<file path="src/rtl/data_mem_responder.sv">
// data_mem_responder: multi-cycle data memory slave for the memory-access stage.
// Accepts one load/store request at a time on a valid/ready request channel and
// answers on a valid/ready response channel after a fixed, parameterised latency.
// All memory effects (write or read capture) happen at the request-accept edge.

module data_mem_responder #(
    parameter int Width   = 32,
    parameter int Depth   = 64,
    parameter int Latency = 2
) (
    input  logic               clk,
    input  logic               rst,
    input  logic               req_valid,
    output logic               req_ready,
    input  logic               req_write,
    input  logic [Width-1:0]   req_addr,
    input  logic [Width-1:0]   req_wdata,
    input  logic [Width/8-1:0] req_be,
    output logic               rsp_valid,
    input  logic               rsp_ready,
    output logic [Width-1:0]   rsp_rdata,
    output logic               rsp_err
);

    localparam int NumBytes = Width / 8;
    localparam int IdxBits  = (Depth > 1) ? $clog2(Depth) : 1;
    localparam logic [Width-3:0] DepthLimit = (Width-2)'(Depth);
    localparam logic [3:0] WaitStart = 4'(Latency - 1);

    typedef enum logic [1:0] {
        IDLE = 2'd0,
        WAIT = 2'd1,
        RESP = 2'd2
    } state_t;

    state_t state;
    state_t state_next;

    logic [3:0]       counter;
    logic [3:0]       counter_next;

    logic [Width-1:0] mem [Depth];

    logic [Width-1:0] rdata_q;
    logic             err_q;

    logic             accept;
    logic             addr_err;
    logic [Width-3:0] word_index;
    logic [IdxBits-1:0] mem_idx;

    // Decode the byte address into a word index and flag misaligned or out-of-range accesses.
    always_comb begin
        word_index = req_addr[Width-1:2];
        mem_idx    = word_index[IdxBits-1:0];
        addr_err   = (req_addr[1:0] != 2'b00) || (word_index >= DepthLimit);
    end

    // A request is taken only when the responder is idle and the requester offers one.
    assign accept = req_valid && req_ready;

    // State and latency counter registers; reset returns to IDLE and drops any pending response.
    always_ff @(posedge clk) begin
        if (rst) begin
            state   <= IDLE;
            counter <= 4'd0;
        end else begin
            state   <= state_next;
            counter <= counter_next;
        end
    end

    // Next-state, counter and handshake outputs for the single-transaction sequencer.
    always_comb begin
        state_next   = state;
        counter_next = counter;
        req_ready    = 1'b0;
        rsp_valid    = 1'b0;
        case (state)
            IDLE: begin
                req_ready = 1'b1;
                if (req_valid) begin
                    if (Latency == 1) begin
                        state_next = RESP;
                    end else begin
                        state_next   = WAIT;
                        counter_next = WaitStart;
                    end
                end
            end
            WAIT: begin
                counter_next = counter - 4'd1;
                if (counter == 4'd1) begin
                    state_next   = RESP;
                    counter_next = 4'd0;
                end
            end
            RESP: begin
                rsp_valid = 1'b1;
                if (rsp_ready) begin
                    state_next = IDLE;
                end
            end
            default: begin
                state_next   = IDLE;
                counter_next = 4'd0;
            end
        endcase
    end

    // Memory array: cleared on reset, byte-enabled store on a legal accepted write.
    always_ff @(posedge clk) begin
        if (rst) begin
            for (int i = 0; i < Depth; i++) begin
                mem[i] <= '0;
            end
        end else if (accept && req_write && !addr_err) begin
            for (int b = 0; b < NumBytes; b++) begin
                if (req_be[b]) begin
                    mem[mem_idx][b*8 +: 8] <= req_wdata[b*8 +: 8];
                end
            end
        end
    end

    // Capture the response payload at the accept edge so it stays stable until the handshake.
    always_ff @(posedge clk) begin
        if (rst) begin
            rdata_q <= '0;
            err_q   <= 1'b0;
        end else if (accept) begin
            err_q <= addr_err;
            if (addr_err || req_write) begin
                rdata_q <= '0;
            end else begin
                rdata_q <= mem[mem_idx];
            end
        end
    end

    // Response payload is forced to zero whenever no response is being presented.
    always_comb begin
        rsp_rdata = '0;
        rsp_err   = 1'b0;
        if (rsp_valid) begin
            rsp_rdata = rdata_q;
            rsp_err   = err_q;
        end
    end

endmodule
</file>
<file path="config.mk">
export PLATFORM = sky130hd
export DESIGN_NAME = data_mem_responder
export DESIGN_NICKNAME = d
export VERILOG_FILES = /design/src/rtl/data_mem_responder.sv
export SDC_FILE = /design/constraint.sdc
export NUM_CORES = 2
export LEC_CHECK = 0
export BUFFER_PORTS_ARGS = -buffer_cell sky130_fd_sc_hd__buf_4
export CAP_MARGIN = 40
export CORE_AREA = 2 2 484 486
export CTS_CLUSTER_DIAMETER = 80
export DETAILED_ROUTE_END_ITERATION = 7
export DIE_AREA = 0 0 486 488
export PLACE_DENSITY = 0.63
export SLEW_MARGIN = 10
export SYNTH_ARGS = -nofsm -noshare
export SYNTH_HDL_FRONTEND = slang
export SYNTH_SLANG_ARGS = --single-unit
export TNS_END_PERCENT = 1
</file>
<file path="constraint.sdc">
create_clock -name clk -period 5.1 [get_ports clk]
set_input_delay 0.51 -clock clk [delete_from_list [all_inputs] [get_ports clk]]
set_output_delay 0.51 -clock clk [all_outputs]
set_load 0.02 [all_outputs]
</file>
==> metrics.md <==
| Metric | Value |
|---|---|
| Grt met2 use | `a little under half` |
| Switching Power | `0.00965 W` |
| Buffers on Ports | `roughly 110` |
| Syn Area/Cell | `~13 sq um` |
| Peak supply drop | `roughly 0.31 mV` |
| Top-area cell type share of the netlist area | `66.7%` |
| Setup TNS | `0 ns` |
| Worst hold margin | `about 0.081 ns` |
| GP Congestion | `roughly 1` |
| Syn Nets | `~7400` |
| Post-synth top cells | `nor2_1 (2242), edfxtp_1 (2048), nand2_1 (504)` |
| DP Worst Slack | `about 1 ns` |
| Fmax | `0.273 GHz` |
| Total CTS buffers | `approximately 220` |
| Most Crowded Layer GR | `met2` |
| Setup violators final | `0` |
| Top Family by Delay on Critical Path | `simple AND/OR/NAND/NOR gates` |
| Clock share of power | `between 40% and 50%` |
| Slowest Stage Delay on Critical Path | `roughly 0.84 ns` |
| Worst slew pin tran | `approximately 1.1 ns` |
| Max Buffers Root-to-Sink | `3` |
| Drt wl/cell | `~37 um` |
| Share of layout cells above drive strength 1 | `15.2%` |
| Most frequent cell after synthesis | `nor2_1` |
| Placed cell area | `approximately 0.097 sq mm` |
| Post-synthesis async set-or-reset flop share | `0%` |
| Largest net degree at the start of global routing | `around 120` |
| Post-DRT Antenna Nets | `0` |
| Crit-path cells | `nor3b_4 -> nand4_4 -> nor2_1 -> and3_2 -> buf_4 -> a21o_1` |
| Die ar. | `0.237 sq mm` |
| Worst EP required | `between 5 and 6 ns` |
| CTS Sinks | `around 2100` |
| Util after Layout | `between 40% and 50%` |
| CORE AREA | `between 0.2 and 0.25 sq mm` |
| EDFF count, synth | `between 2000 and 2500` |
| Fin crit share | `a little under three quarters` |
| Initial antenna violation count | `20` |
| Leak pwr | `between 30 and 40 nW` |
| Cell taking the most area after synthesis | `edfxtp_1` |
| RSZ-0062 raised after global routing | `no` |
| GRT overflow | `0` |
| Filler cell count | `between 20000 and 25000` |
| Max H-tree Level | `4` |
| Critical Path Sink Type | `flop` |
| Slowest-stage cell, CP | `and3_2` |
| Synth-to-layout area growth | `13.2%` |
| Clk_lat worst skew | `approximately 0.90 ns` |
| Post_cts resized | `0` |
| First-pass DRT Iterations | `8` |
| Area of the multi-input gates | `between 0.02 and 0.03 sq mm` |
| Via density per instance | `6.65` |
| Power per Cell Area | `about 370 mW/mm^2` |
| CTS tree | `yes` |
| Yosys reg bits | `about 2100` |
| Die W | `between 400 and 500 um` |
| DR vias | `70400` |
| Yosys synthesis warning count | `0` |
| Worst path bufs/invs | `1` |
| Worst setup margin | `around 1.4 ns` |
| Die span in y | `~490 um` |
| Vias in the first global route | `~66000` |
| Hpwl dp | `roughly 260000 um` |
| Sw frac | `between 20 and 25%` |
| Status | `finished, violations left` |
| Sequential power share | `~50%` |
| Crit path max fanout | `35` |
| Clk pin slew, worst setup/hold paths | `roughly 0.060 ns` |
| First-pass GRT wire length | `approximately 530000 um` |
| Synth area leaders | `edfxtp_1 (67%), nor2_1 (9.1%), mux4_2 (4.2%)` |
| Slew margin rel. | `27.8%` |
| Synth unique cells | `72` |
| M1 GR Usage | `41.6%` |
| HP Class | `input port to flop` |
| Mapped Area | `~0.09 sq mm` |
| Site row count | `around 180` |
| Int Power | `0.0293 W` |
| Worst path arrival time | `approximately 4.2 ns` |
| Gr usage total | `between 30% and 40%` |
| Nets | `roughly 7400` |
| Hold Vio Cnt, Final | `0` |
| WL final | `a little under 400000 um` |
| Cell area after layout | `between 0.1 and 0.15 sq mm` |
| Setup bufs post-CTS | `0` |
| Met3 usage | `about an eighth` |
| Slew Limit Fails | `0` |
| Crit Path Class | `flop to flop` |
| Tmin final | `between 3 and 4 ns` |
| Synth Instances | `between 7000 and 8000` |
| Most used DFF post-synth | `edfxtp_1` |
| Gate power share | `between 8 and 9%` |
| Root Driver | `clkbuf_16` |
| Failing checks | `DRC` |
| Num ports | `about 110` |
| Starting Density | `39.8%` |
| Skew final | `roughly 0.043 ns` |
| Drt drc | `11` |
| Register Area | `around 0.062 sq mm` |
| Setup crit start kind | `flop` |
| 1st-iter DRT viols | `15200` |
| Sequential-to-total area share from yosys stat | `between 60% and 70%` |
| Max Cap Violations | `0` |
final timing paths:
path / from / cells after the start / to / slack [ns]
worst max-delay path: state[0]$_SDFFE_PP0P_ / 6 / mem[8][24]$_SDFFCE_PN0P_ / 1.44
worst max register to register: state[0]$_SDFFE_PP0P_ / 6 / mem[8][24]$_SDFFCE_PN0P_ / 1.44
worst min-delay path: rst / 2 / counter[0]$_SDFFE_PP0P_ / 0.08
worst min register to register: counter[3]$_SDFFE_PP0P_ / 1 / counter[3]$_SDFFE_PP0P_ / 0.48
power by group through the flow:
| stage | Combinational, W | Clock (W) | Sequential (W) |
|---|---|---|---|
| global placement | 0.00297 | 0 | 0.0199 |
| CTS | 0.00302 | 0.0160 | 0.0195 |
| detailed placement | 0.00301 | 0 | 0.0199 |
| floorplan | 0.00157 | 0 | 0.0198 |
| global route | 0.00317 | 0.0167 | 0.0196 |
| finish | 0.00322 | 0.0162 | 0.0195 |
cells in the final DEF (no fill, tap or decap), types with 15 or more instances in the layout:
cell type	netlist	layout
mux4_2	174	174
bufinv_16	0	20
dfxtp_1	39	39
a221oi_1	33	33
o31ai_1	25	25
clkinv_2	0	46
a21o_1	256	256
nor3_1	20	19
a2bb2oi_1	21	21
edfxtp_1	2048	2048
clkbuf_16	0	217
nor2_1	2242	2232
nand3_1	20	18
nor2b_1	21	16
mux2i_1	184	184
a211oi_1	39	39
nand2_2	0	25
and2_1	35	36
clkinv_1	1	41
o21ai_0	104	104
nand2_1	504	476
o221ai_1	136	136
buf_12	0	25
clkbuf_1	361	37
diode_2	0	17
o22a_1	29	29
clkbuf_8	0	17
a221o_1	15	15
o22ai_1	269	269
a21oi_1	112	112
buf_4	51	355
mux2_2	155	155
a22oi_1	46	46
flip-flops by register name, summed over array words and instances (netlist names):
signal	cells
rdata_q	32
mem	2048
counter	4
state	2
err_q	1
routing by layer:
layer  share of wire, %  vias to the layer above
met4                8.5                       20
met5              0.061                        -
met3                 17                     1667
met1                 34                    34700
li1                   -                    26900
met2                 41                     7071
repair_timing:
action,4_1_cts,5_1_grt
hold endpoints to repair,2,0
hold buffers,2,0
endpoints found under the setup margin,0,0
through the flow:
step	total power, W	std cells
floorplan	0.0214	7302
global placement	0.0228	10100
detailed placement	0.0229	10100
CTS	0.0386	10500
global route	0.0394	10600
finish	0.0389	10600
final cells by class:
type | count | area share [%]
Tap cell | 3043 | 3.65
Timing Repair Buffer | 403 | 3.41
Clock buffer | 271 | 5.56
Inverter | 17 | 0.0683
Multi-Input combinational cell | 4602 | 26.4
Sequential cell | 2087 | 59.6
Clock inverter | 135 | 1.25
Antenna cell | 17 | 0.0407
cells by family after synthesis:
group,synth area share (%)
simple gates,12.4
flops,67.5
compound gates,9.03
buf+inv,2.91
mux,8.14
fa+ha+maj,0.0271
Note: power is estimated with default switching activity, not from simulation.
